==> src/rtl/pwm_pkg.sv <==
// Shared types and defaults for the gen_pwm run sequencer.
package pwm_pkg;

  localparam int unsigned DATA_W_DEF    = 32;
  localparam int unsigned RUN_CNT_W_DEF = 16;
  localparam int unsigned TIMEOUT_DEF   = 32'h0000_FFFF;

  typedef enum logic [2:0] {
    ST_IDLE  = 3'd0,
    ST_LOAD  = 3'd1,
    ST_START = 3'd2,
    ST_WAIT  = 3'd3,
    ST_DONE  = 3'd4,
    ST_ERR   = 3'd5
  } seq_state_t;

  localparam logic MODE_CONT  = 1'b0;
  localparam logic MODE_COUNT = 1'b1;

  // A sequence may launch only when enabled, re-armed, and count mode has a non-zero target.
  function automatic logic can_launch(input logic enable, input logic armed,
                                      input logic mode, input logic count_nz);
    return enable && armed && (mode == MODE_CONT || count_nz);
  endfunction

endpackage

==> src/rtl/pwm_cfg_shadow.sv <==
// Shadow/active register pair for freq/duty; a write always beats a load strobe.
module pwm_cfg_shadow
  import pwm_pkg::*;
#(
  parameter int unsigned DATA_W = DATA_W_DEF
) (
  input  logic              HCLK,
  input  logic              HRESETn,
  input  logic              cfg_wr,
  input  logic [DATA_W-1:0] cfg_freq,
  input  logic [DATA_W-1:0] cfg_duty,
  input  logic              load,
  output logic [DATA_W-1:0] active_freq,
  output logic [DATA_W-1:0] active_duty,
  output logic              pending
);

  logic [DATA_W-1:0] shadow_freq;
  logic [DATA_W-1:0] shadow_duty;

  always_ff @(posedge HCLK or posedge HRESETn) begin
    if (HRESETn) begin
      shadow_freq <= '0;
      shadow_duty <= '0;
      active_freq <= '0;
      active_duty <= '0;
      pending     <= 1'b0;
    end else if (cfg_wr) begin
      shadow_freq <= cfg_freq;
      shadow_duty <= cfg_duty;
      pending     <= 1'b1;
    end else if (load && pending) begin
      active_freq <= shadow_freq;
      active_duty <= shadow_duty;
      pending     <= 1'b0;
    end
  end

endmodule

==> src/rtl/pwm_run_sequencer.sv <==
// Drives the gen_pwm ap_ctrl_hs handshake: double-buffered config, N-run/continuous, watchdog, abort.
module pwm_run_sequencer
  import pwm_pkg::*;
#(
  parameter int unsigned DATA_W    = DATA_W_DEF,
  parameter int unsigned RUN_CNT_W = RUN_CNT_W_DEF,
  parameter int unsigned TIMEOUT   = TIMEOUT_DEF
) (
  input  logic                 HCLK,
  input  logic                 HRESETn,
  input  logic [DATA_W-1:0]    cfg_freq,
  input  logic [DATA_W-1:0]    cfg_duty,
  input  logic                 cfg_wr,
  input  logic                 ctrl_enable,
  input  logic                 ctrl_mode,
  input  logic [RUN_CNT_W-1:0] ctrl_count,
  input  logic                 ctrl_abort,
  output logic                 ap_start,
  output logic                 ap_ce,
  input  logic                 ap_ready,
  input  logic                 ap_done,
  input  logic                 ap_idle,
  input  logic                 out_r,
  input  logic                 out_r_ap_vld,
  output logic [DATA_W-1:0]    core_freq,
  output logic [DATA_W-1:0]    core_duty,
  output logic                 pwm_out,
  output logic                 busy,
  output logic                 cfg_pending,
  output logic [RUN_CNT_W-1:0] runs_done,
  output logic                 done_irq,
  output logic                 timeout_err
);

  localparam int unsigned WD_W = (TIMEOUT > 2) ? $clog2(TIMEOUT) : 1;

  seq_state_t           state;
  logic                 armed;
  logic [WD_W-1:0]      wdog;
  logic [RUN_CNT_W-1:0] runs_inc;
  logic                 run_complete;
  logic                 last_run;
  logic                 launch;
  logic                 unused_ap_idle;

  assign unused_ap_idle = ap_idle;

  assign runs_inc     = runs_done + RUN_CNT_W'(1);
  assign run_complete = ((state == ST_START) && ap_ready && ap_done) ||
                        ((state == ST_WAIT) && ap_done);
  assign last_run     = (ctrl_mode == MODE_COUNT) && (runs_inc == ctrl_count);
  assign launch       = can_launch(ctrl_enable, armed, ctrl_mode, ctrl_count != '0);

  pwm_cfg_shadow #(
    .DATA_W (DATA_W)
  ) u_cfg_shadow (
    .HCLK        (HCLK),
    .HRESETn     (HRESETn),
    .cfg_wr      (cfg_wr),
    .cfg_freq    (cfg_freq),
    .cfg_duty    (cfg_duty),
    .load        (state == ST_LOAD),
    .active_freq (core_freq),
    .active_duty (core_duty),
    .pending     (cfg_pending)
  );

  // Sequencer FSM; abort first, then run completion, then per-state moves.
  always_ff @(posedge HCLK or posedge HRESETn) begin
    if (HRESETn) begin
      state       <= ST_IDLE;
      ap_start    <= 1'b0;
      ap_ce       <= 1'b1;
      busy        <= 1'b0;
      runs_done   <= '0;
      done_irq    <= 1'b0;
      timeout_err <= 1'b0;
      pwm_out     <= 1'b0;
      armed       <= 1'b1;
      wdog        <= '0;
    end else begin
      done_irq <= 1'b0;
      if (!ctrl_enable) armed <= 1'b1;
      if (out_r_ap_vld && (state != ST_ERR)) pwm_out <= out_r;

      if (ctrl_abort) begin
        state       <= ST_IDLE;
        ap_start    <= 1'b0;
        ap_ce       <= 1'b1;
        timeout_err <= 1'b0;
        busy        <= 1'b0;
        pwm_out     <= 1'b0;
      end else if (run_complete) begin
        runs_done <= runs_inc;
        ap_start  <= 1'b0;
        if (last_run) begin
          state    <= ST_DONE;
          done_irq <= 1'b1;
        end else if (!ctrl_enable) begin
          state   <= ST_IDLE;
          busy    <= 1'b0;
          pwm_out <= 1'b0;
        end else begin
          state <= ST_LOAD;
        end
      end else begin
        case (state)
          ST_IDLE: begin
            if (launch) begin
              state     <= ST_LOAD;
              busy      <= 1'b1;
              runs_done <= '0;
            end
          end
          ST_LOAD: begin
            wdog     <= '0;
            state    <= ST_START;
            ap_start <= 1'b1;
          end
          ST_START: begin
            if (ap_ready) begin
              state    <= ST_WAIT;
              ap_start <= 1'b0;
            end
          end
          ST_WAIT: begin
            if (wdog == WD_W'(TIMEOUT - 1)) begin
              state       <= ST_ERR;
              timeout_err <= 1'b1;
              ap_ce       <= 1'b0;
              pwm_out     <= 1'b0;
            end else begin
              wdog <= wdog + WD_W'(1);
            end
          end
          ST_DONE: begin
            armed   <= 1'b0;
            state   <= ST_IDLE;
            busy    <= 1'b0;
            pwm_out <= 1'b0;
          end
          ST_ERR: begin
            state <= ST_ERR;
          end
          default: begin
            state    <= ST_IDLE;
            ap_start <= 1'b0;
            busy     <= 1'b0;
          end
        endcase
      end
    end
  end

endmodule

==> config.mk <==
export PLATFORM = sky130hd
export DESIGN_NAME = pwm_run_sequencer
export DESIGN_NICKNAME = d
export VERILOG_FILES = /design/src/rtl/pwm_pkg.sv /design/src/rtl/pwm_cfg_shadow.sv /design/src/rtl/pwm_run_sequencer.sv
export SDC_FILE = /design/constraint.sdc
export NUM_CORES = 1
export LEC_CHECK = 0
export BUFFER_PORTS_ARGS = -buffer_cell sky130_fd_sc_hd__buf_4
export CAP_MARGIN = 20
export CORE_MARGIN = 2
export CORE_UTILIZATION = 40
export CTS_CLUSTER_DIAMETER = 100
export DETAILED_ROUTE_END_ITERATION = 10
export MAX_ROUTING_LAYER = met4
export SLEW_MARGIN = 20
export SYNTH_ARGS = -nofsm -noshare
export SYNTH_HDL_FRONTEND = slang
export SYNTH_SLANG_ARGS = --single-unit
==> constraint.sdc <==
create_clock -name HCLK -period 4.8 [get_ports HCLK]
set_clock_uncertainty 0.05 [all_clocks]
set_input_delay 0.48 -clock HCLK [delete_from_list [all_inputs] [get_ports HCLK]]
set_output_delay 0.48 -clock HCLK [all_outputs]
set_load 0.01 [all_outputs]
==> flow_summary.toml, run 1 <==
[sta]
worstMarginPinSlew_ns = 1.09
drv_slew = 0
setup_violations = 0
min_period_ns = 2.79
fin_ws_ns = 2.01
clock.fmax_mhz = 358
period_share = 0.582
hold_viol = 0
maxSlewHeadroom = 0.269
rsz0062_at_grt = "false"
setup_tns_ns = 0

[clocking]
postCtsHoldBufs = 0
cts_buffers = 17
cts_resized = 0
postCtsSetupRepairBufs = 0
cts_buffer_depth = 2
clk_latency_ns = 0.42
clkTransAtPathRegs_ns = 0.07
root_buffer = "clkbuf_16"
cts.htree.levels = 4
cts_sinks = 171
cts_tree = "yes"

[power_and_ir_drop]
seq_power_share = 0.442
clkPwrFrac = 0.331
ir_drop_v = 0.000259
design_power_total_w = 0.00429
power.density_nw_per_um2 = 439
comb_power_share = 0.228
p_int_w = 0.00311
p_sw_w = 0.00118
power_leakage_nw = 4.33
p_sw_frac = 0.276

[detailed_routing]
drc = 0
antenna_left = 0
vias = 5298
detail_route.vias_per_cell = 5.23
dr.pass1.iters = 5
routed_wl_um = 17100
avgRoutedWirePerCell_um = 16.9
first_iter_violations = 183

[layout]
final_layout_size_suffix_gt1_frac = 0.465
nNetsFinal = 860
antenna_cells = 0
design_area_um2 = 9770
syn2layout_area_growth_pct = 28.0
fin_util = 0.522

[critical_path]
path_max_fanout = 16
crit_required_ns = 5.03
end_kind = "flip-flop"
slowest_stage = "nor2_1"
arrival_ns = 3.02
crit_type = "reg2reg"
slowest_delay_ns = 0.65
cp_top_family = "simple AND/OR/NAND/NOR gates"
cp-start-kind = "flip-flop"
cp_cell_sequence = "nand2_1 > or3_1 > nor2_1 > nor2_1 > o21ai_0 > o21ai_0"
cp_num_buf_inv = 0

[grt]
grt_overflow_total = 0
grt_max_degree = 172
grt_pass1_wl_um = 27900
grt_antenna_before_repair = 0
grtUsageTotal = 0.180
grt_pass1_vias = 5575

[synth]
synth_top_area_share = 0.554
syn_avg_cell_area_um2 = 12.8
synth_flop_cell = "dfrtp_1"
synth_seq_cells = 171
synth_top_cell_by_area = "dfrtp_1"
async_reset_ff_frac = 1.00
syn_area_um2 = 7630
syn_inst = 598
ys_warn_count = 0
synth_cell_types = 62
ys_seq_area_frac = 0.561
synth_fp_nets = 692
synth_enable_flop_cells = 0
synthTopCellsByArea = "dfrtp_1 55%, mux2_2 19%, xnor2_1 3.9%"

[floorplan]
dieWidth_um = 142
io_pins = 178
die_area_um2 = 20200
start_util = 0.408
dieHeight_um = 142
rows = 50
core_area_um2 = 18700

[run]
drv_cap = 0

[placement]
dp_hpwl_um = 11500
place_congestion = 0.816
place_ws_ns = 1.88
portBuffers = 176
placement.cell_area_um2 = 9160

[outcome]
status = "finished clean"

[worst_hold_path]
hp-class = "in2reg"
-- routing by layer --
metal / vias to the layer above / GRT usage / part of all wire / wire, um
met3: 12 / 0.0572 / 0.066 / 1130
met4: 0 / 0.0579 / 0.012 / 199
li1: 2488 / - / - / -
met1: 2655 / 0.221 / 0.44 / 7490
met5: - / - / 0 / 0
met2: 143 / 0.283 / 0.48 / 8260
-- final cells by class --
cell class	count	area [um^2]
fill	1612	8940
sequential	171	4280
multi-input combinational	388	3190
timing repair buffer	179	1360
clock buffer	18	439
tap	234	293
clock inverter	14	170
inverter	9	37.5
-- cells by family after synthesis --
group / count (synthesis) / synth area share
buffers and inverters: 39 / 0.0223
and+or+nand+nor: 154 / 0.123
AOI/OAI and AO/OA: 65 / 0.0564
DFF: 171 / 0.561
xor gates and xnor gates: 37 / 0.0425
muxes: 129 / 0.190
adders and majority gates: 3 / 0.00492
-- final timing paths --
check / start / to / slack (ns) / depth (start not counted)
max in group asynchronous: HRESETn / u_cfg_shadow.shadow_freq[29] / 3.75 / 3
worst min-delay path: cfg_duty[8] / u_cfg_shadow.shadow_duty[8] / 0.24 / 2
worst min register to register: u_cfg_shadow.shadow_duty[4] / u_cfg_shadow.shadow_duty[4] / 0.46 / 1
worst max-delay path: state[1] / runs_done[12] / 2.01 / 6
min in group asynchronous: HRESETn / runs_done[9] / 0.26 / 3
worst max register to register: state[1] / runs_done[12] / 2.01 / 6
-- state kept, by name, summed over array words and instances, names as in the netlist --
register and count:
state 3, pwm_out 1, busy 1, u_cfg_shadow.active_freq 32, done_irq 1, u_cfg_shadow.pending 1
wdog 16, armed 1, timeout_err 1, runs_done 16, ap_start 1, u_cfg_shadow.shadow_duty 32
u_cfg_shadow.active_duty 32, ap_ce 1, u_cfg_shadow.shadow_freq 32
-- power groups by stage --
stage,sequential [W],combinational (W),clock [W]
floorplan,0.00200,0.000351,0
global placement,0.00190,0.000976,0
detailed placement,0.00192,0.000994,0
CTS,0.00190,0.000997,0.00145
global route,0.00193,0.00105,0.00152
finish,0.00189,0.000977,0.00142
-- per-stage QoR --
stage          hold slack (ns)  std cells
6_report                 0.238       1013
5_1_grt                  0.215       1013
4_1_cts                  0.219       1013
3_5_place_dp             0.442        981
3_3_place_gp             0.433        981
2_1_floorplan            0.427        598
-- synth_stat cells (3+ instances only) --
library cell / instances
xor2_1: 3
nor2_1: 38
nor4_1: 9
o41ai_1: 3
nand2b_1: 3
nand2_1: 26
nor3_1: 12
nand4b_1: 4
buf_2: 13
o31ai_1: 6
nand4_1: 8
nor3b_1: 3
o21ai_1: 8
ha_1: 3
nand3_1: 10
and2_1: 3
and3_1: 4
clkbuf_1: 15
or4_1: 3
a21oi_1: 10
inv_1: 9
xnor2_1: 34
nor2b_1: 4
mux2_2: 129
o21ai_0: 20
nor4_2: 4
dfrtp_1: 169
-- layout by cell type, fill, tap and decap left out, types with 3 or more instances in the layout --
cell / count
buf_4: 178
dfrtp_1: 169
mux2_2: 129
nor2_1: 38
xnor2_1: 34
nand2_1: 26
o21ai_0: 20
clkbuf_16: 17
nor3_1: 12
a21oi_1: 10
nand3_1: 10
nor4_1: 9
nand4_1: 8
inv_1: 8
o21ai_1: 8
o31ai_1: 6
inv_6: 6
and3_1: 4
nand4b_1: 4
nor2b_1: 4
inv_8: 4
nand2b_1: 3
or4_1: 3
nor4_2: 3
nor4_4: 3
xor2_1: 3
nor3b_1: 3
and2_1: 3
o41ai_1: 3
ha_1: 3
Power figures use the tool's default switching activity.
==> inputs of run 2 (changes only) <==
clock period = 2.25 ns   (was 4.8 ns; I/O delays follow)
==> run 2 against run 1 <==
Net effect:
- sequential share of layout area down 4.0 points
- sequential power up 110%
- sequential cell count unchanged
- core utilization up 5.3 points
- critical path depth up 1
- critical path type unchanged
- critical endpoint is now state[0]
- largest power group unchanged
- highest routed layer unchanged
==> flow_summary.toml, run 2 (synthesis results as in run 1) <==
[detailed_routing]
antenna_left = 0
first_iter_violations = 187
routed_wl_um = 18000
dr.pass1.iters = 4
vias = 5664
detail_route.vias_per_cell = 5.14
avgRoutedWirePerCell_um = 16.3
drc = 0

[power_and_ir_drop]
comb_power_share = 0.231
p_sw_w = 0.00254
design_power_total_w = 0.00960
ir_drop_v = 0.000595
p_int_w = 0.00707
p_sw_frac = 0.264
seq_power_share = 0.419
power_leakage_nw = 4.76
clkPwrFrac = 0.349
power.density_nw_per_um2 = 893

[placement]
portBuffers = 176
place_ws_ns = 0.00416
place_congestion = 0.836
dp_hpwl_um = 12100
placement.cell_area_um2 = 9370

[clocking]
postCtsSetupRepairBufs = 0
cts_sinks = 171
cts_buffer_depth = 2
cts_buffers = 17
cts_tree = "yes"
root_buffer = "clkbuf_16"
clkTransAtPathRegs_ns = 0.07
clk_latency_ns = 0.42
cts.htree.levels = 4

[layout]
syn2layout_area_growth_pct = 40.8
layout_common_cells = "199 x buf_4, 166 x dfrtp_1, 129 x mux2_2"
layout_commonest_cell = "buf_4"
regArea_um2 = 4290
multi_input_area_um2 = 3210
final_layout_size_suffix_gt1_frac = 0.452
design_area_um2 = 10700
nNetsFinal = 950
nFillCells = 1532
antenna_cells = 0

[critical_path]
ff2ff_path_depth = 7
crit-reg2reg-launch = "runs_done[0]"
end_kind = "flip-flop"
path_max_fanout = 5
r2r-end = "state[0]"
crit_required_ns = 2.52
arrival_ns = 2.40
cp-start-kind = "flip-flop"
r2r_slack_ns = 0.12
crit_type = "reg2reg"

[sta]
hold_viol = 0
setup_violations = 0
worstMarginPinSlew_ns = 0.501
drv_slew = 0
setup_tns_ns = 0
period_share = 0.947
hold_slack_ns = 0.0313
maxSlewHeadroom = 0.663
clock.fmax_mhz = 469
fin_ws_ns = 0.119
rsz0062_at_grt = "false"
min_period_ns = 2.13

[floorplan]
dieWidth_um = 142
die_area_um2 = 20200
io_pins = 178
rows = 50
start_util = 0.408
dieHeight_um = 142
core_area_um2 = 18700

[grt]
grt_pass1_wl_um = 29800
grt_antenna_before_repair = 0
grt_max_degree = 83
grt_overflow_total = 0
grt_pass1_vias = 6022
grtUsageTotal = 0.191

[worst_hold_path]
min_to = "state[0]"
hp-start = "ctrl_enable"
hp-class = "in2reg"
hold_depth = 2

[outcome]
status = "finished clean"

[run]
drv_cap = 0
run 2: cell types whose count changed in the layout (fill, tap and decap cells not counted), sizes merged:
cell         delta
buf            +24
clkinv          +1
clkinvlp        -1
dlygate4sd3    +66
bufinv          +3
inv             -3
run 2: area by class of cell:
cell class / instances / area share
tap: 234 / 0.0272
multi-input combinational: 388 / 0.299
clock buffer: 18 / 0.0409
timing repair buffer: 269 / 0.208
inverter: 9 / 0.00349
sequential: 171 / 0.399
clock inverter: 14 / 0.0232
run 2: worst max-delay path, cell delays in order, from the launching register on:
cell,delay (ns)
dfrtp_1,0.41
ha_4,0.20
and3_1,0.21
a31oi_2,0.21
o221ai_2,0.14
a2111oi_4,0.36
nand4_1,0.20
a31o_1,0.25
run 2: power groups by stage:
stage / clock [W] / sequential (W) / combinational (W)
global placement: 0 / 0.00403 / 0.00212
detailed placement: 0 / 0.00407 / 0.00216
CTS: 0.00344 / 0.00403 / 0.00225
finish: 0.00335 / 0.00403 / 0.00222
floorplan: 0 / 0.00426 / 0.000748
global route: 0.00357 / 0.00411 / 0.00240
run 2: worst max path at each step:
stage / cells after the start / to / startpoint / slack, ns
2_1_floorplan: 1 / ap_start / HRESETn / -0.21
3_5_place_dp: 7 / state[0] / runs_done[0] / 0.004
5_1_grt: 6 / state[0] / runs_done[2] / 0.005
6_report: 7 / state[0] / runs_done[0] / 0.12
3_3_place_gp: 7 / state[0] / runs_done[0] / 0.05
4_1_cts: 7 / state[0] / runs_done[0] / 0.06
run 2: per-stage QoR:
step	instances	util
finish	1103	0.575
global route	1103	0.575
CTS	1103	0.573
detailed placement	1005	0.501
global placement	1005	0.501
floorplan	598	-
run 2: timing repair:
action | CTS | global route
hold buffers | 66 | 0
endpoints found under the setup margin | 1 | 3
hold endpoints to repair | 80 | 0
pin swaps | 1 | 1
gates resized for setup | 1 | 7
run 2: layer usage:
metal	GRT usage	routed length [um]
met1	0.239	7950
met3	0.0552	1040
met2	0.302	8750
met4	0.0584	224
met5	-	0
==> inputs of run 3 (changes only) <==
ABC_CLOCK_PERIOD_IN_PS = 2250   (was unset)
CAP_MARGIN = unset   (was 20)
CTS_BUF_LIST = sky130_fd_sc_hd__clkbuf_8   (was unset)
==> run 3 against run 2 <==
Net effect:
- sequential cell count did not move
- worst setup slack better by 0.0031 ns
- die area is the same
- via count is 0.25% lower
- core utilization decreased by 0.96 points
- routed wire length down 0.27%
- largest cell class unchanged
- largest power group unchanged
- highest routed layer unchanged
==> flow_summary.toml, run 3 (synthesis results as in run 1) <==
[detailed_routing]
first_iter_violations = 197
antenna_left = 0
detail_route.vias_per_cell = 5.12
drc = 0
avgRoutedWirePerCell_um = 16.2
vias = 5650
routed_wl_um = 17900
dr.pass1.iters = 4

[critical_path]
crit_type = "reg2reg"
end_kind = "flip-flop"
arrival_ns = 2.43
slowest_delay_ns = 0.42
slowest_stage = "dfrtp_1"
cp-start-kind = "flip-flop"
cp_num_buf_inv = 0
path_max_fanout = 5
cp_cell_sequence = "ha_4 > and3_1 > a31oi_2 > o221ai_2 > a2111oi_4 > nand4_1 > a31o_1"
cp_top_family = "compound AO/OA/AOI/OAI gates"
crit_required_ns = 2.55

[placement]
place_ws_ns = 0.00416
dp_hpwl_um = 12100
place_congestion = 0.836
portBuffers = 176
place_inst = 1005

[sta]
hold_viol = 0
worstMarginPinSlew_ns = 0.488
hold_slack_ns = 0.0459
period_share = 0.946
clock.fmax_mhz = 470
maxSlewHeadroom = 0.672
rsz0062_at_grt = "false"
fin_ws_ns = 0.122
min_period_ns = 2.13
setup_violations = 0
drv_slew = 0

[clocking]
cts.htree.levels = 4
cts_tree = "yes"
root_buffer = "clkbuf_8"
clk_latency_ns = 0.45
cts_buffers = 17
cts_sinks = 171
clkTransAtPathRegs_ns = 0.10
cts_buffer_depth = 2

[grt]
grt_antenna_before_repair = 0
grt_pass1_vias = 6044
grt_overflow_total = 0
grt_max_degree = 83
grtUsageTotal = 0.189
grt_pass1_wl_um = 29700

[layout]
regArea_um2 = 4290
antenna_cells = 0
layout_common_cells = "199 x buf_4, 165 x dfrtp_1, 129 x mux2_2"
final_layout_size_suffix_gt1_frac = 0.453
nNetsFinal = 951
nFillCells = 1556
layout.cells.non_filler = 1104
multi_input_area_um2 = 3210
layout_commonest_cell = "buf_4"
syn2layout_area_growth_pct = 38.5

[floorplan]
dieWidth_um = 142
rows = 50
die_area_um2 = 20200
start_util = 0.408
dieHeight_um = 142
core_area_um2 = 18700
io_pins = 178

[outcome]
status = "finished clean"

[worst_hold_path]
hp-class = "in2reg"

[power_and_ir_drop]
ir_drop_v = 0.000567
power.density_nw_per_um2 = 838
power_leakage_nw = 4.68

[run]
drv_cap = 0
## run 3: cell count changes in the layout (fill, tap and decap cells not counted), sizes merged
cell	change
dlygate4sd3	+1
## run 3: worst paths after layout
check	start	to	slack, ns	cells after the start
setup / recovery	runs_done[0]	state[0]	0.12	7
hold reg to reg	u_cfg_shadow.shadow_duty[10]	u_cfg_shadow.active_duty[10]	0.46	1
hold / removal	ap_ready	ap_start	0.05	3
min in group asynchronous	HRESETn	u_cfg_shadow.shadow_freq[2]	0.28	3
max in group asynchronous	HRESETn	u_cfg_shadow.active_freq[28]	1.13	4
setup reg to reg	runs_done[0]	state[0]	0.12	7
## run 3: layout make-up
type,count,share of cell area
timing repair buffer,270,0.212
inverter,9,0.00355
clock inverter,14,0.0236
sequential,171,0.406
multi-input combinational,388,0.304
tap,234,0.0277
clock buffer,18,0.0234
## run 3: timing repair
action / 4_1_cts / 5_1_grt
gates resized for setup: 1 / 8
setup buffers: 0 / 0
pin swaps: 1 / 1
setup endpoints to repair: 1 / 3
endpoints found under the hold margin: 83 / 0
hold buffers: 67 / 0
## run 3: worst min-delay path: cells and delay by family
family	cells	cell delay (ns)
buffers and inverters	1	0.11
AO/OA/AOI/OAI	2	0.17
## run 3: report_power, final
part	total (W)	internal, W	switching (W)
registers	0.00402	0.00369	0.000332
logic	0.00222	0.00132	0.000907
clock network	0.00262	0.00141	0.00121
## run 3: layer usage
| metal | up-vias | routed length, um | GRT usage |
|---|---|---|---|
| met1 | 2843 | 7920 | 0.236 |
| met5 | - | 0 | - |
| met3 | 17 | 1010 | 0.0562 |
| met2 | 131 | 8730 | 0.302 |
| li1 | 2659 | - | - |
| met4 | 0 | 249 | 0.0553 |
## run 3: stage by stage
step	instance area [um^2]	power (W)	util	setup TNS (ns)
after floorplan	7640	0.00501	-	-34.91
after global placement	9370	0.00615	0.501	0
after detailed placement	9370	0.00623	0.501	0
after CTS	10500	0.00897	0.563	0
after global routing	10600	0.00933	0.565	0
final	10600	0.00886	0.565	0
